===== src/rtl/circle_job_scheduler_if.sv =====
// Bundle of requester, generator and consumer signals around the circle job scheduler.
// The slave modport is the scheduler's view; master is the surrounding system.
interface circle_job_scheduler_if #(
  parameter int WIDTH = 32,
  parameter int CNT_W = 16
);
  logic                    req0_valid, req1_valid;
  logic                    req0_accept, req1_accept;
  logic signed [WIDTH-1:0] req0_centre_x, req0_centre_y, req0_radius;
  logic signed [WIDTH-1:0] req1_centre_x, req1_centre_y, req1_radius;
  logic                    abort;
  logic                    gen_start, gen_reset, gen_ready;
  logic                    gen_valid, gen_done;
  logic signed [WIDTH-1:0] gen_centre_x, gen_centre_y, gen_radius;
  logic signed [WIDTH-1:0] gen_out0, gen_out1;
  logic                    _ready, _valid, _owner, job_done;
  logic signed [WIDTH-1:0] _out0, _out1;
  logic        [CNT_W-1:0] job_beats;

  modport slave (
    input  req0_valid, req1_valid,
    input  req0_centre_x, req0_centre_y, req0_radius,
    input  req1_centre_x, req1_centre_y, req1_radius,
    input  abort, gen_valid, gen_done, gen_out0, gen_out1, _ready,
    output req0_accept, req1_accept,
    output gen_start, gen_reset, gen_ready,
    output gen_centre_x, gen_centre_y, gen_radius,
    output _valid, _out0, _out1, _owner, job_done, job_beats
  );

  modport master (
    output req0_valid, req1_valid,
    output req0_centre_x, req0_centre_y, req0_radius,
    output req1_centre_x, req1_centre_y, req1_radius,
    output abort, gen_valid, gen_done, gen_out0, gen_out1, _ready,
    input  req0_accept, req1_accept,
    input  gen_start, gen_reset, gen_ready,
    input  gen_centre_x, gen_centre_y, gen_radius,
    input  _valid, _out0, _out1, _owner, job_done, job_beats
  );
endinterface


===== src/rtl/circle_job_scheduler.sv =====
// Round-robin arbiter between two circle-job requesters sharing one generator;
// forwards generator beats downstream and reports a beat count per finished job.
module circle_job_scheduler #(
  parameter int WIDTH = 32,
  parameter int CNT_W = 16
) (
  input  logic                  _clock,
  input  logic                  _reset,
  circle_job_scheduler_if.slave bus
);
  typedef enum logic [1:0] {IDLE, START, RUN, FIN} state_t;
  typedef struct packed {
    logic signed [WIDTH-1:0] cx;
    logic signed [WIDTH-1:0] cy;
    logic signed [WIDTH-1:0] r;
  } job_t;

  localparam logic [CNT_W-1:0] CNT_MAX = '1;

  state_t           state, state_nxt;
  job_t             job_q, job_in;
  logic             last_grant, owner_q;
  logic             grant_any, grant_sel;
  logic             xfer, fin;
  logic [CNT_W-1:0] cnt_q, cnt_nxt, beats_q;
  logic             acc0, acc1, start, greset, gready, ovalid, done;

  // Only one valid requester wins outright; with both valid the one not served last wins.
  assign grant_any = bus.req0_valid | bus.req1_valid;
  assign grant_sel = (bus.req0_valid & bus.req1_valid) ? ~last_grant : bus.req1_valid;
  assign job_in    = grant_sel ? '{bus.req1_centre_x, bus.req1_centre_y, bus.req1_radius}
                               : '{bus.req0_centre_x, bus.req0_centre_y, bus.req0_radius};

  assign xfer    = (state == RUN) & ~bus.abort & bus.gen_valid & bus._ready;
  assign fin     = (state == RUN) & ~bus.abort & bus.gen_done  & bus._ready;
  assign cnt_nxt = (xfer && cnt_q != CNT_MAX) ? cnt_q + 1'b1 : cnt_q;

  always_comb begin
    state_nxt = state;
    acc0      = 1'b0;
    acc1      = 1'b0;
    start     = 1'b0;
    greset    = _reset;
    gready    = 1'b0;
    ovalid    = 1'b0;
    done      = 1'b0;
    case (state)
      IDLE: if (grant_any) begin
        acc0      = ~grant_sel;
        acc1      = grant_sel;
        state_nxt = START;
      end
      START: if (bus.abort) begin
        greset    = 1'b1;
        state_nxt = IDLE;
      end else begin
        start     = 1'b1;
        state_nxt = RUN;
      end
      RUN: begin
        gready = bus._ready;
        if (bus.abort) begin
          greset    = 1'b1;
          state_nxt = IDLE;
        end else begin
          ovalid = bus.gen_valid;
          if (fin) state_nxt = FIN;
        end
      end
      FIN: begin
        done      = 1'b1;
        state_nxt = IDLE;
      end
      default: state_nxt = IDLE;
    endcase
    // Keep every strobe quiet while reset is held, whatever state is still registered.
    if (_reset) begin
      acc0   = 1'b0;
      acc1   = 1'b0;
      start  = 1'b0;
      gready = 1'b0;
      ovalid = 1'b0;
      done   = 1'b0;
    end
  end

  always_ff @(posedge _clock) begin
    if (_reset) begin
      state      <= IDLE;
      last_grant <= 1'b1;
      owner_q    <= 1'b0;
      job_q      <= '0;
      cnt_q      <= '0;
      beats_q    <= '0;
    end else begin
      state <= state_nxt;
      if (state == IDLE && grant_any) begin
        last_grant <= grant_sel;
        owner_q    <= grant_sel;
        job_q      <= job_in;
      end
      cnt_q <= (state == START) ? '0 : cnt_nxt;
      // Final beat of the job may land in the same cycle as done, so latch the post-increment count.
      if (fin) beats_q <= cnt_nxt;
    end
  end

  assign bus.req0_accept  = acc0;
  assign bus.req1_accept  = acc1;
  assign bus.gen_start    = start;
  assign bus.gen_reset    = greset;
  assign bus.gen_ready    = gready;
  assign bus.gen_centre_x = job_q.cx;
  assign bus.gen_centre_y = job_q.cy;
  assign bus.gen_radius   = job_q.r;
  assign bus._valid       = ovalid;
  assign bus._out0        = bus.gen_out0;
  assign bus._out1        = bus.gen_out1;
  assign bus._owner       = owner_q;
  assign bus.job_done     = done;
  assign bus.job_beats    = beats_q;
endmodule


===== src/flat_wrapper.sv =====
// flat-port wrapper written by rule: the top's interface ports become plain ports
module circle_job_scheduler_flat 
#(
  parameter int WIDTH = 32,
  parameter int CNT_W = 16
)
  (_clock, _reset, bus_req0_valid, bus_req1_valid, bus_req0_centre_x, bus_req0_centre_y, bus_req0_radius, bus_req1_centre_x, bus_req1_centre_y, bus_req1_radius, bus_abort, bus_gen_valid, bus_gen_done, bus_gen_out0, bus_gen_out1, bus__ready, bus_req0_accept, bus_req1_accept, bus_gen_start, bus_gen_reset, bus_gen_ready, bus_gen_centre_x, bus_gen_centre_y, bus_gen_radius, bus__valid, bus__out0, bus__out1, bus__owner, bus_job_done, bus_job_beats);
  circle_job_scheduler_if #(.WIDTH(WIDTH), .CNT_W(CNT_W)) bus_i ();
  input  logic _clock;
  input  logic _reset;
  input wire logic [$bits(bus_i.req0_valid)-1:0] bus_req0_valid;
  input wire logic [$bits(bus_i.req1_valid)-1:0] bus_req1_valid;
  input wire logic [$bits(bus_i.req0_centre_x)-1:0] bus_req0_centre_x;
  input wire logic [$bits(bus_i.req0_centre_y)-1:0] bus_req0_centre_y;
  input wire logic [$bits(bus_i.req0_radius)-1:0] bus_req0_radius;
  input wire logic [$bits(bus_i.req1_centre_x)-1:0] bus_req1_centre_x;
  input wire logic [$bits(bus_i.req1_centre_y)-1:0] bus_req1_centre_y;
  input wire logic [$bits(bus_i.req1_radius)-1:0] bus_req1_radius;
  input wire logic [$bits(bus_i.abort)-1:0] bus_abort;
  input wire logic [$bits(bus_i.gen_valid)-1:0] bus_gen_valid;
  input wire logic [$bits(bus_i.gen_done)-1:0] bus_gen_done;
  input wire logic [$bits(bus_i.gen_out0)-1:0] bus_gen_out0;
  input wire logic [$bits(bus_i.gen_out1)-1:0] bus_gen_out1;
  input wire logic [$bits(bus_i._ready)-1:0] bus__ready;
  output wire logic [$bits(bus_i.req0_accept)-1:0] bus_req0_accept;
  output wire logic [$bits(bus_i.req1_accept)-1:0] bus_req1_accept;
  output wire logic [$bits(bus_i.gen_start)-1:0] bus_gen_start;
  output wire logic [$bits(bus_i.gen_reset)-1:0] bus_gen_reset;
  output wire logic [$bits(bus_i.gen_ready)-1:0] bus_gen_ready;
  output wire logic [$bits(bus_i.gen_centre_x)-1:0] bus_gen_centre_x;
  output wire logic [$bits(bus_i.gen_centre_y)-1:0] bus_gen_centre_y;
  output wire logic [$bits(bus_i.gen_radius)-1:0] bus_gen_radius;
  output wire logic [$bits(bus_i._valid)-1:0] bus__valid;
  output wire logic [$bits(bus_i._out0)-1:0] bus__out0;
  output wire logic [$bits(bus_i._out1)-1:0] bus__out1;
  output wire logic [$bits(bus_i._owner)-1:0] bus__owner;
  output wire logic [$bits(bus_i.job_done)-1:0] bus_job_done;
  output wire logic [$bits(bus_i.job_beats)-1:0] bus_job_beats;
  assign bus_i.req0_valid = bus_req0_valid;
  assign bus_i.req1_valid = bus_req1_valid;
  assign bus_i.req0_centre_x = bus_req0_centre_x;
  assign bus_i.req0_centre_y = bus_req0_centre_y;
  assign bus_i.req0_radius = bus_req0_radius;
  assign bus_i.req1_centre_x = bus_req1_centre_x;
  assign bus_i.req1_centre_y = bus_req1_centre_y;
  assign bus_i.req1_radius = bus_req1_radius;
  assign bus_i.abort = bus_abort;
  assign bus_i.gen_valid = bus_gen_valid;
  assign bus_i.gen_done = bus_gen_done;
  assign bus_i.gen_out0 = bus_gen_out0;
  assign bus_i.gen_out1 = bus_gen_out1;
  assign bus_i._ready = bus__ready;
  assign bus_req0_accept = bus_i.req0_accept;
  assign bus_req1_accept = bus_i.req1_accept;
  assign bus_gen_start = bus_i.gen_start;
  assign bus_gen_reset = bus_i.gen_reset;
  assign bus_gen_ready = bus_i.gen_ready;
  assign bus_gen_centre_x = bus_i.gen_centre_x;
  assign bus_gen_centre_y = bus_i.gen_centre_y;
  assign bus_gen_radius = bus_i.gen_radius;
  assign bus__valid = bus_i._valid;
  assign bus__out0 = bus_i._out0;
  assign bus__out1 = bus_i._out1;
  assign bus__owner = bus_i._owner;
  assign bus_job_done = bus_i.job_done;
  assign bus_job_beats = bus_i.job_beats;
  circle_job_scheduler #(.WIDTH(WIDTH), .CNT_W(CNT_W)) u_core (._clock(_clock), ._reset(_reset), .bus(bus_i));
endmodule

===== config.mk =====
export PLATFORM = sky130hd
export DESIGN_NAME = circle_job_scheduler_flat
export DESIGN_NICKNAME = d
export VERILOG_FILES = /design/src/rtl/circle_job_scheduler_if.sv /design/src/rtl/circle_job_scheduler.sv /design/src/flat_wrapper.sv
export SDC_FILE = /design/constraint.sdc
export NUM_CORES = 1
export LEC_CHECK = 0
export ABC_AREA = 1
export CORE_AREA = 2 2 173 175
export DETAILED_ROUTE_END_ITERATION = 10
export DIE_AREA = 0 0 175 177
export HOLD_SLACK_MARGIN = 0.02
export PLACE_DENSITY = 0.6
export SLEW_MARGIN = 25
export SYNTH_ARGS = -nofsm -noshare
export SYNTH_HDL_FRONTEND = slang
export SYNTH_SLANG_ARGS = --single-unit

===== constraint.sdc =====
create_clock -name _clock -period 2.28 [get_ports _clock]
set_clock_uncertainty 0.2 [all_clocks]
set_input_delay 0.342 -clock _clock [delete_from_list [all_inputs] [get_ports _clock]]
set_output_delay 0.342 -clock _clock [all_outputs]
set_load 0.02 [all_outputs]

# Yosys cells after proc, flatten, opt, wreduce, memory -nomap -nowiden

Index checks and enable logic that the tools add are counted.

Register bits after elaboration: 132
Latch bits: 0
Memory bits (writable): 0
ROM bits: 0
Word-level logic and storage cells: 57
Memories: 0

Add/sub/neg operators: 1
Multipliers: 0
Divide/modulo/power cells: 0
Magnitude comparators: 0
Equality and inequality tests: 6
Shifts and indexed selects: 0
Multiplexer cells: 26
Bitwise gates (word level): 10
Reduce and logical (&&, ||, !) cells: 6

Operators with widths:

| kind                                                                  | count |
|---|---|
| 96-bit two-way mux                                                    | 1 |
| 1-bit two-way mux                                                     | 19 |
| 16-bit by 1-bit adder with 16-bit output, second input constant       | 1 |
| 16-bit two-way mux                                                    | 1 |
| 16-bit != test, second input constant                                 | 1 |
| 2-bit two-way mux                                                     | 4 |
| 2-bit case mux with 4 select lines                                    | 1 |
| 1-bit AND                                                             | 6 |
| 2-bit equality test, second input constant                            | 2 |
| 2-bit OR reduction                                                    | 2 |
| 3-bit by 2-bit != test with 1-bit output, second input constant       | 1 |
| 1-bit NOT                                                             | 3 |
| 2-bit by 1-bit equality test with 1-bit output, second input constant | 1 |
| 1-bit logical AND                                                     | 2 |
| 2-bit logical NOT                                                     | 1 |
| 2-bit by 1-bit != test with 1-bit output, second input constant       | 1 |
| 2-bit AND reduction                                                   | 1 |
| 1-bit bitwise OR                                                      | 1 |

# Depth between registers and ports, before layout

Word-level depth: 7
Depth in mapped cells: 12

# Worst setup path before layout

OpenSTA, ideal clock, no wires.

Path type: register to output
From: reg u_core.state[1]
To: out bus_req0_accept
Arrival: 1408 ps
Required time: 1738 ps
Path slack: 330 ps
Cell stages (with the launch flop): 10
Path buffers: 1
Path through: dfxtp_1 -> inv_1 -> ha_1 -> inv_1 -> nor2_2 -> inv_2 -> nor2_4 -> nand2_1 -> inv_2 -> buf_2

Longest elaborated chain between the ends: 3

RTL lines:

| what                     | line                       | source |
|---|---|---|
| start: declaration       | circle_job_scheduler.sv:20 | `state_t state, state_nxt;` |
| start signal: assignment | circle_job_scheduler.sv:96 | `state <= state_nxt;` |
| 2-bit logical NOT        | circle_job_scheduler.sv:47 | `case (state)` |
| 1-bit two-way mux        | circle_job_scheduler.sv:47 |  |
| 1-bit two-way mux        | circle_job_scheduler.sv:77 | `if (_reset) begin` |
| end: declaration         | flat_wrapper.sv:25         | `output wire logic [$bits(bus_i.req0_accept)-1:0] bus_req0_accept;` |

Every way passes these cells.

# Worst setup path after layout

From: reg u_core.state[0]
To: out bus_req0_accept

Same word-level chain as after synthesis.

==> results.yml <==
status:
  status: "finished, final reports clean"
place:
  dp_cells: 1514
  port-buffer-count: 319
  place_area_um2: 9600
  gp_congestion: 0.816
  hpwl_um: 18200
synthesis:
  synth_nets: 1165
  synthArstFlopShare_pct: 0
  netlist.area_leader.share_pct: 41.1
  yosys-top-cells-count: "277 x nand2_1, 132 x dfxtp_1, 86 x nand3_1, 66 x buf_4, 62 x a31oi_1"
  seq_area_frac_synth_pct: 41.1
  synth_edf_count: 0
  postSynthAreaPerCell_um2: 7.19
  synth_ff_type: "dfxtp_1"
  synth_area_um2: 6440
  ys_ff_latch: 132
  synthTopCellsByArea: "dfxtp_1 41%, nand2_1 16%, buf_4 7.7%"
  yosys_warnings: 0
  yosysUniqueCellTypes: 31
  yosysMostFrequentCell: "nand2_1"
  synth_area_leader_cell: "dfxtp_1"
  syn_inst: 895
clocking:
  numCtsBuffers: 17
  h-tree-depth: 4
  cts_tree: "done"
  cts_hold_repair.buffers: 0
  cts.sinks: 132
  clkSlewWorstSetupHoldPaths_ns: 0.06
  clock_latency_ns: 0.41
  root_buffer: "clkbuf_16"
  cts.path.max_buffers: 2
critical_path:
  end_kind: "output port"
  worstSetupStartpointType: "flip-flop"
  crit_required_ns: 1.74
  reg2reg_depth: 14
  r2r-start: "u_core.state[0]"
  r2r-end: "u_core.bus.job_beats[14]"
  worstSetupPathType: "reg2out"
  r2r_slack_ns: 0.23
  worst_ep_arrival_time_ns: 1.61
  crit_fanout: 2
cells_and_area:
  area_growth_pct: 59.4
  stdcell_area_um2: 10300
  drive_gt1_share_pct: 9.84
  multi_input_area_um2: 2920
  fin_nets: 1415
  ff_latch_area_um2: 2640
  fin_cells: 1550
  fillers: 3077
sta:
  hold_violations: 0
  tightest_slew_ns: 0.667
  fin_crit_ns: 2.15
  setup_viol: 0
  maxSlewViolCount: 0
  min_period_over_period_pct: 94.3
  hold_ws_ns: 0.269
  rsz0062_at_grt: "true"
  fmax_mhz: 465
  slew_headroom_pct: 55.5
die:
  die_area_um2: 31000
  die_h_um: 177
  num_rows: 63
  io_pins: 448
  die_w_um: 175
  core_area_um2: 29200
  initial_core_util_pct: 22.0
power:
  leakage_nw: 3.99
  ir_drop_mv: 0.363
  p_per_area_nw_per_um2: 768
global_routing:
  grt_max_degree: 94
  grt_pass1_vias: 6564
  grt_pass1_wl_um: 37300
  overflow: 0
  antenna_found_initial: 2
  track_usage_pct: 15.7
routing:
  vias: 6689
  routedWlPerCell_um: 15.9
  dr.pass1.iters: 5
  routed_wl_um: 24700
  drt_iter0_markers: 371
  vias_per_cell: 4.32
  drcViolationCount: 0
  postRouteAntennaNets: 0
hold_path:
  min_to: "u_core.bus.gen_centre_y[29]"
  hold_depth: 2
  hold_start: "u_core.bus.gen_centre_y[29]"
  hold_path_class: "reg2reg"
flow_run:
  maxCapViolCount: 0
-- per-layer routing --
metal	wire (um)	part of all wire, %	global-route usage, %
met1	10300	42	18.7
met2	11800	48	26.0
met3	2110	8.5	5.88
met4	449	1.8	5.59
met5	0	0	0
-- report_power, final --
part,switching (mW),total [mW],internal (mW)
clock,1.16,3.00,1.84
sequential,0.154,2.75,2.59
combinational,1.12,2.13,1.01
total,2.43,7.88,5.44
-- worst max-delay path, cell delays in order (launching register included) --
cell,delay (ns)
dfxtp_1,0.31
inv_1,0.08
ha_2,0.19
inv_2,0.06
nor2_4,0.12
inv_2,0.06
nor2_4,0.08
nand2_1,0.06
inv_2,0.07
clkbuf_4,0.18
-- registers in the layout, indices dropped and copies added, names as in the netlist --
| name | count |
|---|---|
| u_core.bus.gen_radius | 32 |
| u_core.bus.job_beats | 16 |
| u_core.bus._owner | 1 |
| u_core.cnt_q | 16 |
| u_core.bus.gen_centre_x | 32 |
| u_core.state | 2 |
| u_core.bus.gen_centre_y | 32 |
| u_core.last_grant | 1 |
-- kinds of logic (layout without fill, tap and decap cells) --
kind of cell	after synthesis	in the layout	synth area share (%)
XOR/XNOR	7	7	0.953
AND/OR/NAND/NOR	456	456	31.1
adder cells (fa/ha/maj)	6	6	1.17
buffers and inverters	160	423	13.9
AO/OA/AOI/OAI	134	134	11.9
flip-flops	132	132	41.1
other	0	2	0
-- layout by cell type (no fill, tap or decap), drive strengths merged --
cell type      count
clkdlybuf4s50    312
a211oi             1
a31oi             62
bufinv             4
ha                 6
nor3               3
nand3             91
o21ai             51
clkbuf            20
xnor2              4
buf               32
nand4              5
a22oi              1
diode              2
a21oi             19
nand3b             1
inv               45
clkinvlp           3
xor2               3
dfxtp            132
clkinv             7
nand2            294
nor2              62
-- worst max path at each step --
stage                    startpoint               to  slack (ns)
finish              u_core.state[0]  bus_req0_accept        0.13
global route        u_core.state[0]  bus_req0_accept       -0.01
CTS                 u_core.state[0]  bus_req1_accept       0.003
detailed placement   bus_req0_valid  bus_req0_accept       -0.25
global placement     bus_req0_valid  bus_req0_accept       -0.25
floorplan           u_core.state[1]  bus_req0_accept        0.33
-- what timing repair did --
action | 4_1_cts | 5_1_grt
pin swaps | 0 | 1
buffers inserted | 0 | 2
endpoints found under the setup margin | 6 | 11
resized for setup | 16 | 11
-- area by class of cell --
cell class | instances | area share [%]
Timing Repair Buffer | 347 | 33.2
Multi-Input combinational cell | 603 | 28.5
Sequential cell | 132 | 25.8
Tap cell | 390 | 4.76
Clock buffer | 17 | 4.15
Clock inverter | 15 | 2.00
Inverter | 44 | 1.62
Antenna cell | 2 | 0.0488
-- per-stage QoR --
stage                     utilization, %  worst slack, ns  setup TNS (ns)  power [mW]
after global routing                35.1          -0.0120         -0.0120        8.27
after floorplan                        -            0.330               0        3.91
after global placement              32.8           -0.246          -0.714        4.93
after detailed placement            32.8           -0.252           -1.51        4.93
after CTS                           35.0          0.00304               0        8.00
final                               35.1            0.129               0        7.88
Note: power is estimated with default switching activity, not from simulation.
==> variant 1, RTL diff (config.mk and constraints unchanged) <==
`WIDTH` is set to 32 in 3 places; all go to 40.
--- a/src/rtl/circle_job_scheduler_if.sv
+++ b/src/rtl/circle_job_scheduler_if.sv
@@ -1,7 +1,7 @@
 // Bundle of requester, generator and consumer signals around the circle job scheduler.
 // The slave modport is the scheduler's view; master is the surrounding system.
 interface circle_job_scheduler_if #(
-  parameter int WIDTH = 32,
+  parameter int WIDTH = 40,
   parameter int CNT_W = 16
 );
   logic                    req0_valid, req1_valid;
--- a/src/rtl/circle_job_scheduler.sv
+++ b/src/rtl/circle_job_scheduler.sv
@@ -1,7 +1,7 @@
 // Round-robin arbiter between two circle-job requesters sharing one generator;
 // forwards generator beats downstream and reports a beat count per finished job.
 module circle_job_scheduler #(
-  parameter int WIDTH = 32,
+  parameter int WIDTH = 40,
   parameter int CNT_W = 16
 ) (
   input  logic                  _clock,
--- a/src/flat_wrapper.sv
+++ b/src/flat_wrapper.sv
@@ -1,7 +1,7 @@
 // flat-port wrapper written by rule: the top's interface ports become plain ports
 module circle_job_scheduler_flat 
 #(
-  parameter int WIDTH = 32,
+  parameter int WIDTH = 40,
   parameter int CNT_W = 16
 )
   (_clock, _reset, bus_req0_valid, bus_req1_valid, bus_req0_centre_x, bus_req0_centre_y, bus_req0_radius, bus_req1_centre_x, bus_req1_centre_y, bus_req1_radius, bus_abort, bus_gen_valid, bus_gen_done, bus_gen_out0, bus_gen_out1, bus__ready, bus_req0_accept, bus_req1_accept, bus_gen_start, bus_gen_reset, bus_gen_ready, bus_gen_centre_x, bus_gen_centre_y, bus_gen_radius, bus__valid, bus__out0, bus__out1, bus__owner, bus_job_done, bus_job_beats);
Ports: changed (13 resized); port bits go from 448 to 552. No check against the original RTL was run, so the function may have changed too.
==> variant 1 against the original RTL <==
- via count increased by 19%
- sequential cell count increased by 24
- synthesized area increased by 15%
- wire length increased by 19%
- critical endpoint is now bus_req1_accept
- total power increased by 8.9%
- setup slack got worse by 28 ps
- hold slack got worse by 4.5 ps
- cell area increased by 16%
==> variant 1: results (changes against the original RTL) <==
| Metric | Value |
|---|---|
| Status | `completed (unchanged)` |
| DR top layer | `met5 (was met4)` |
| Clock Latency Late Sink | `440 ps (was 410 ps)` |
| Initial antenna violation count | `8 (was 2)` |
| Root Buffer | `clkbuf_16 (unchanged)` |
| Vias in the first global route | `7717 (was 6564)` |
| Ys async rst share | `0 (unchanged)` |
| Synth top area cells | `dfxtp_1 (42%), nand2_1 (16%), nand3_1 (12%) (was dfxtp_1 (41%), nand2_1 (16%), buf_4 (7.7%))` |
| Tmin final | `2178 ps (was 2151 ps)` |
| Syn nets | `1375 (was 1165)` |
| WL met2 | `14.35 mm (was 11.83 mm)` |
| Wire length on met3 | `2.661 mm (was 2.106 mm)` |
| CTS max path bufs | `2 (unchanged)` |
| Synth Warn # | `0 (unchanged)` |
| LEAKAGE | `4.740 nW (was 3.990 nW)` |
| Worst Setup EP | `bus_req1_accept (was bus_req0_accept)` |
| Port bufs | `391 (was 319)` |
| Postcts setup bufs | `1 (was 0)` |
| Least-Margin Pin Slew | `757.4 ps (was 666.8 ps)` |
| R2R Setup Slk | `220 ps` |
| Router iterations before antenna repair | `5 (unchanged)` |
| Drt drc | `0 (unchanged)` |
| R2R depth | `8 (was 14)` |
| Tightest Hold Check Type | `flop to flop (unchanged)` |
| Sequential-to-total area share from yosys stat | `0.4214 (was 0.4106)` |
| H-tree Lvls | `4 (unchanged)` |
| Reg clk slew, reported paths | `60 ps (about the same)` |
| CP Launch Type | `flop (unchanged)` |
| Post_cts resized | `9 (was 16)` |
| Most used flip-flop cell after synthesis | `dfxtp_1 (unchanged)` |
| Worst slack, placed | `-150.2 ps (was -251.7 ps)` |
| Cell variety after synth | `24 (was 31)` |
| First-pass GRT wire length | `43.63 mm (was 37.31 mm)` |
| Worst reg2reg path startpoint | `u_core.state[0] (unchanged)` |
| Largest net degree at the start of global routing | `125 (was 94)` |
| Final wirelength | `29.32 mm (was 24.70 mm)` |
| CTS buffer count | `17 (unchanged)` |
| HPWL after DPL | `22.42 mm (was 18.19 mm)` |
| Critical Path Fanout Max | `4 (was 2)` |
| Detailed router's first-iteration violation count | `427 (was 371)` |
| Top post-synthesis cells by count | `nand2_1 (311), nand3_1 (173), dfxtp_1 (156) (was nand2_1 (277), dfxtp_1 (132), nand3_1 (86))` |
| Share of cells above drive strength 1 | `0.07506 (was 0.09845)` |
| Via count | `7930 (was 6689)` |
| Post-synth EDFFs | `0 (unchanged)` |
| Clock sinks | `156 (was 132)` |
| GRT Util Overall | `0.1844 (was 0.1573)` |
| M1 WL | `11.47 mm (was 10.32 mm)` |
| Reg-to-reg critical path endpoint | `u_core.bus.gen_centre_y[12] (was u_core.bus.job_beats[14])` |
| Gpl congestion | `0.8232 (was 0.8164)` |
| Peak supply drop | `381.9 µV (was 363.2 µV)` |
| Final #Nets | `1680 (was 1415)` |
| Pint | `5.880 mW (was 5.442 mW)` |
| DP Area | `11290 µm² (was 9602 µm²)` |
| Crit path DAT | `1640 ps (was 1610 ps)` |
==> variant 1: changes by cell type after synthesis, sizes merged, moves of 2 or more <==
cell	unedited run	this run
a31oi	62	47
buf	91	118
dfxtp	132	156
nand4	5	9
inv	43	47
clkbuf	25	27
xnor2	4	2
nor2	62	52
nand3	91	174
nand2	294	324
==> variant 1: power groups by stage <==
stage	Clock, mW	Combinational (mW)	Sequential [mW]
floorplan	0	0.911	3.71
global placement	0	2.57	3.30
detailed placement	0	2.57	3.31
CTS	2.85	2.58	3.26
global route	2.95	2.75	3.30
finish	2.77	2.55	3.26
==> variant 1: worst max-delay path, cell delays in order, from the launching register on <==
cell and delay (ps):
dfxtp_1 350, inv_1 100, ha_1 230, buf_4 150, nand2_2 90, nor2_4 40
buf_12 120, buf_12 120
==> variant 1: area by class of cell <==
type / count / area (µm²)
inverters: 47 / 178.9
well taps: 390 / 488.0
fillers: 3020 / 17390
diodes: 3 / 7.507
multi-input cells: 693 / 3206
clock inverters: 11 / 95.09
flip-flops and latches: 156 / 3123
repair buffers: 431 / 4294
clock buffers: 21 / 460.4
==> variant 1: stage by stage <==
| step | hold slack [ps] | TNS, ps | power, mW | instances | utilization |
|---|---|---|---|---|---|
| floorplan | 228.7 | 0 | 4.616 | 1041 | - |
| global placement | 239.7 | -1283 | 5.874 | 1716 | 0.3861 |
| detailed placement | 252.3 | -2812 | 5.882 | 1716 | 0.3861 |
| CTS | 248.0 | 0 | 8.695 | 1749 | 0.4052 |
| global route | 261.9 | 0 | 8.997 | 1751 | 0.4052 |
| finish | 264.9 | 0 | 8.582 | 1752 | 0.4053 |
==> variant 1: kinds of logic after synthesis <==
| family | after synthesis | share of synthesized area |
|---|---|---|
| flip-flops | 156 | 0.4214 |
| XOR/XNOR | 6 | 0.007091 |
| AO/OA/AOI/OAI | 119 | 0.08864 |
| adder cells (fa/ha/maj) | 6 | 0.01013 |
| buffers and inverters | 192 | 0.1484 |
| AND/OR/NAND/NOR | 562 | 0.3243 |
==> variant 1: how the worst min path moves through the flow <==
stage                                startpoint                           to  cells past startpoint
after floorplan               u_core.last_grant            u_core.last_grant                      2
after global placement        u_core.last_grant            u_core.last_grant                      2
after detailed placement      u_core.last_grant            u_core.last_grant                      2
after CTS                 bus_req1_centre_x[34]  u_core.bus.gen_centre_x[34]                      3
after global routing      bus_req1_centre_x[34]  u_core.bus.gen_centre_x[34]                      3
final                         u_core.last_grant            u_core.last_grant                      2
==> variant 1: metal layers <==
layer | global-route usage | up-vias
met5 | 0 | -
met4 | 0.07396 | 2
met3 | 0.07603 | 73
met2 | 0.3147 | 323
met1 | 0.2039 | 3595
li1 | - | 3937
==> variant 2, RTL diff (config.mk and constraints unchanged) <==
Without the edit above. The 4 states of `state_t` get a Gray code encoding in 2 bits.
--- a/src/rtl/circle_job_scheduler.sv
+++ b/src/rtl/circle_job_scheduler.sv
@@ -8,7 +8,7 @@
   input  logic                  _reset,
   circle_job_scheduler_if.slave bus
 );
-  typedef enum logic [1:0] {IDLE, START, RUN, FIN} state_t;
+  typedef enum logic [1:0] {IDLE = 2'b00, START = 2'b01, RUN = 2'b11, FIN = 2'b10} state_t;
   typedef struct packed {
     logic signed [WIDTH-1:0] cx;
     logic signed [WIDTH-1:0] cy;
Formal check against the unedited RTL: no difference found for any inputs over 4 cycles, from zero or initial values and one cycle with _reset high; so few cycles prove little.
==> variant 2 against the original RTL <==
- hold slack got worse by 7.1 ps
- synthesized area fell by 1.7%
- setup slack got worse by 69 ps
- sequential share of layout area rose by 0.19 points
- critical path type is now input pin to output port
- synthesized cell count fell by 2.1%
- cell area fell by 0.72%
- total power fell by 10%
- die area did not move
- count of clock-buffer cells in the layout rose by 1
- via count fell by 2.0%
- wire length fell by 9.1%
- largest power group unchanged
- combinational power fell by 27%
- sequential cell count did not move
==> variant 2: results (changes against the original RTL) <==
| Metric | Value |
|---|---|
| Largest net degree at the start of global routing | `92 (was 94)` |
| Worst reg2reg path startpoint | `u_core.cnt_q[1] (was u_core.state[0])` |
| Top post-synthesis cells by count | `nand2_1 (258), dfxtp_1 (132), nand3_1 (81) (was nand2_1 (277), dfxtp_1 (132), nand3_1 (86))` |
| Final wirelength | `22.45 mm (was 24.70 mm)` |
| Vias in the first global route | `6278 (was 6564)` |
| WL met2 | `10.77 mm (was 11.83 mm)` |
| Worst slack, placed | `-320.1 ps (was -251.7 ps)` |
| R2R depth | `12 (was 14)` |
| Met3 usage | `0.04940 (was 0.05885)` |
| Crit path DAT | `1680 ps (was 1610 ps)` |
| Gpl congestion | `0.7841 (was 0.8164)` |
| R2R Setup Slk | `360 ps (was 230 ps)` |
| Critical Path Fanout Max | `3 (was 2)` |
| P_clk | `2.90 mW (was 3.00 mW)` |
| Post-synthesis compound-gate area fraction | `0.1412 (was 0.1188)` |
| Sequential-to-total area share from yosys stat | `0.4178 (was 0.4106)` |
| Grt met1 use | `0.1684 (was 0.1870)` |
| Placed Instances | `1503 (was 1514)` |
| Final #Nets | `1398 (was 1415)` |
| Diode count | `0 (was 2)` |
| Status | `completed (unchanged)` |
| Post-synthesis xor/xnor area fraction | `0.008309 (was 0.009526)` |
| Critical-path top delay cell | `clkdlybuf4s50_1 (was dfxtp_1)` |
| Max stage delay on crit path | `500 ps (was 310 ps)` |
| Cell variety after synth | `30 (was 31)` |
-- variant 2: cell types whose count changed in the layout (fill, tap and decap cells not counted), moves of 5 or more --
cell and change:
a22oi_1 +12, nand3_1 -5, nand3_2 -5, dlygate4sd2_1 +6, nand2_1 -19, a21oi_1 +14
-- variant 2: how the worst max path moves through the flow --
| stage | start | endpoint | cells past startpoint |
|---|---|---|---|
| floorplan | _reset | bus__valid | 4 |
| finish | bus_abort | bus__valid | 5 |
| CTS | bus_req0_valid | bus_req0_accept | 8 |
| global placement | bus_abort | bus__valid | 5 |
| global route | bus_abort | bus_gen_start | 5 |
| detailed placement | bus_abort | bus__valid | 5 |
-- variant 2: cell type report --
cell class,count,area [µm²],share of cell area
Timing Repair Buffer,353,3483,0.3420
Multi-Input combinational cell,587,2801,0.2750
Sequential cell,132,2643,0.2594
Tap cell,390,488.0,0.04791
Clock buffer,18,439.2,0.04312
Clock inverter,14,173.9,0.01707
Inverter,42,157.7,0.01548
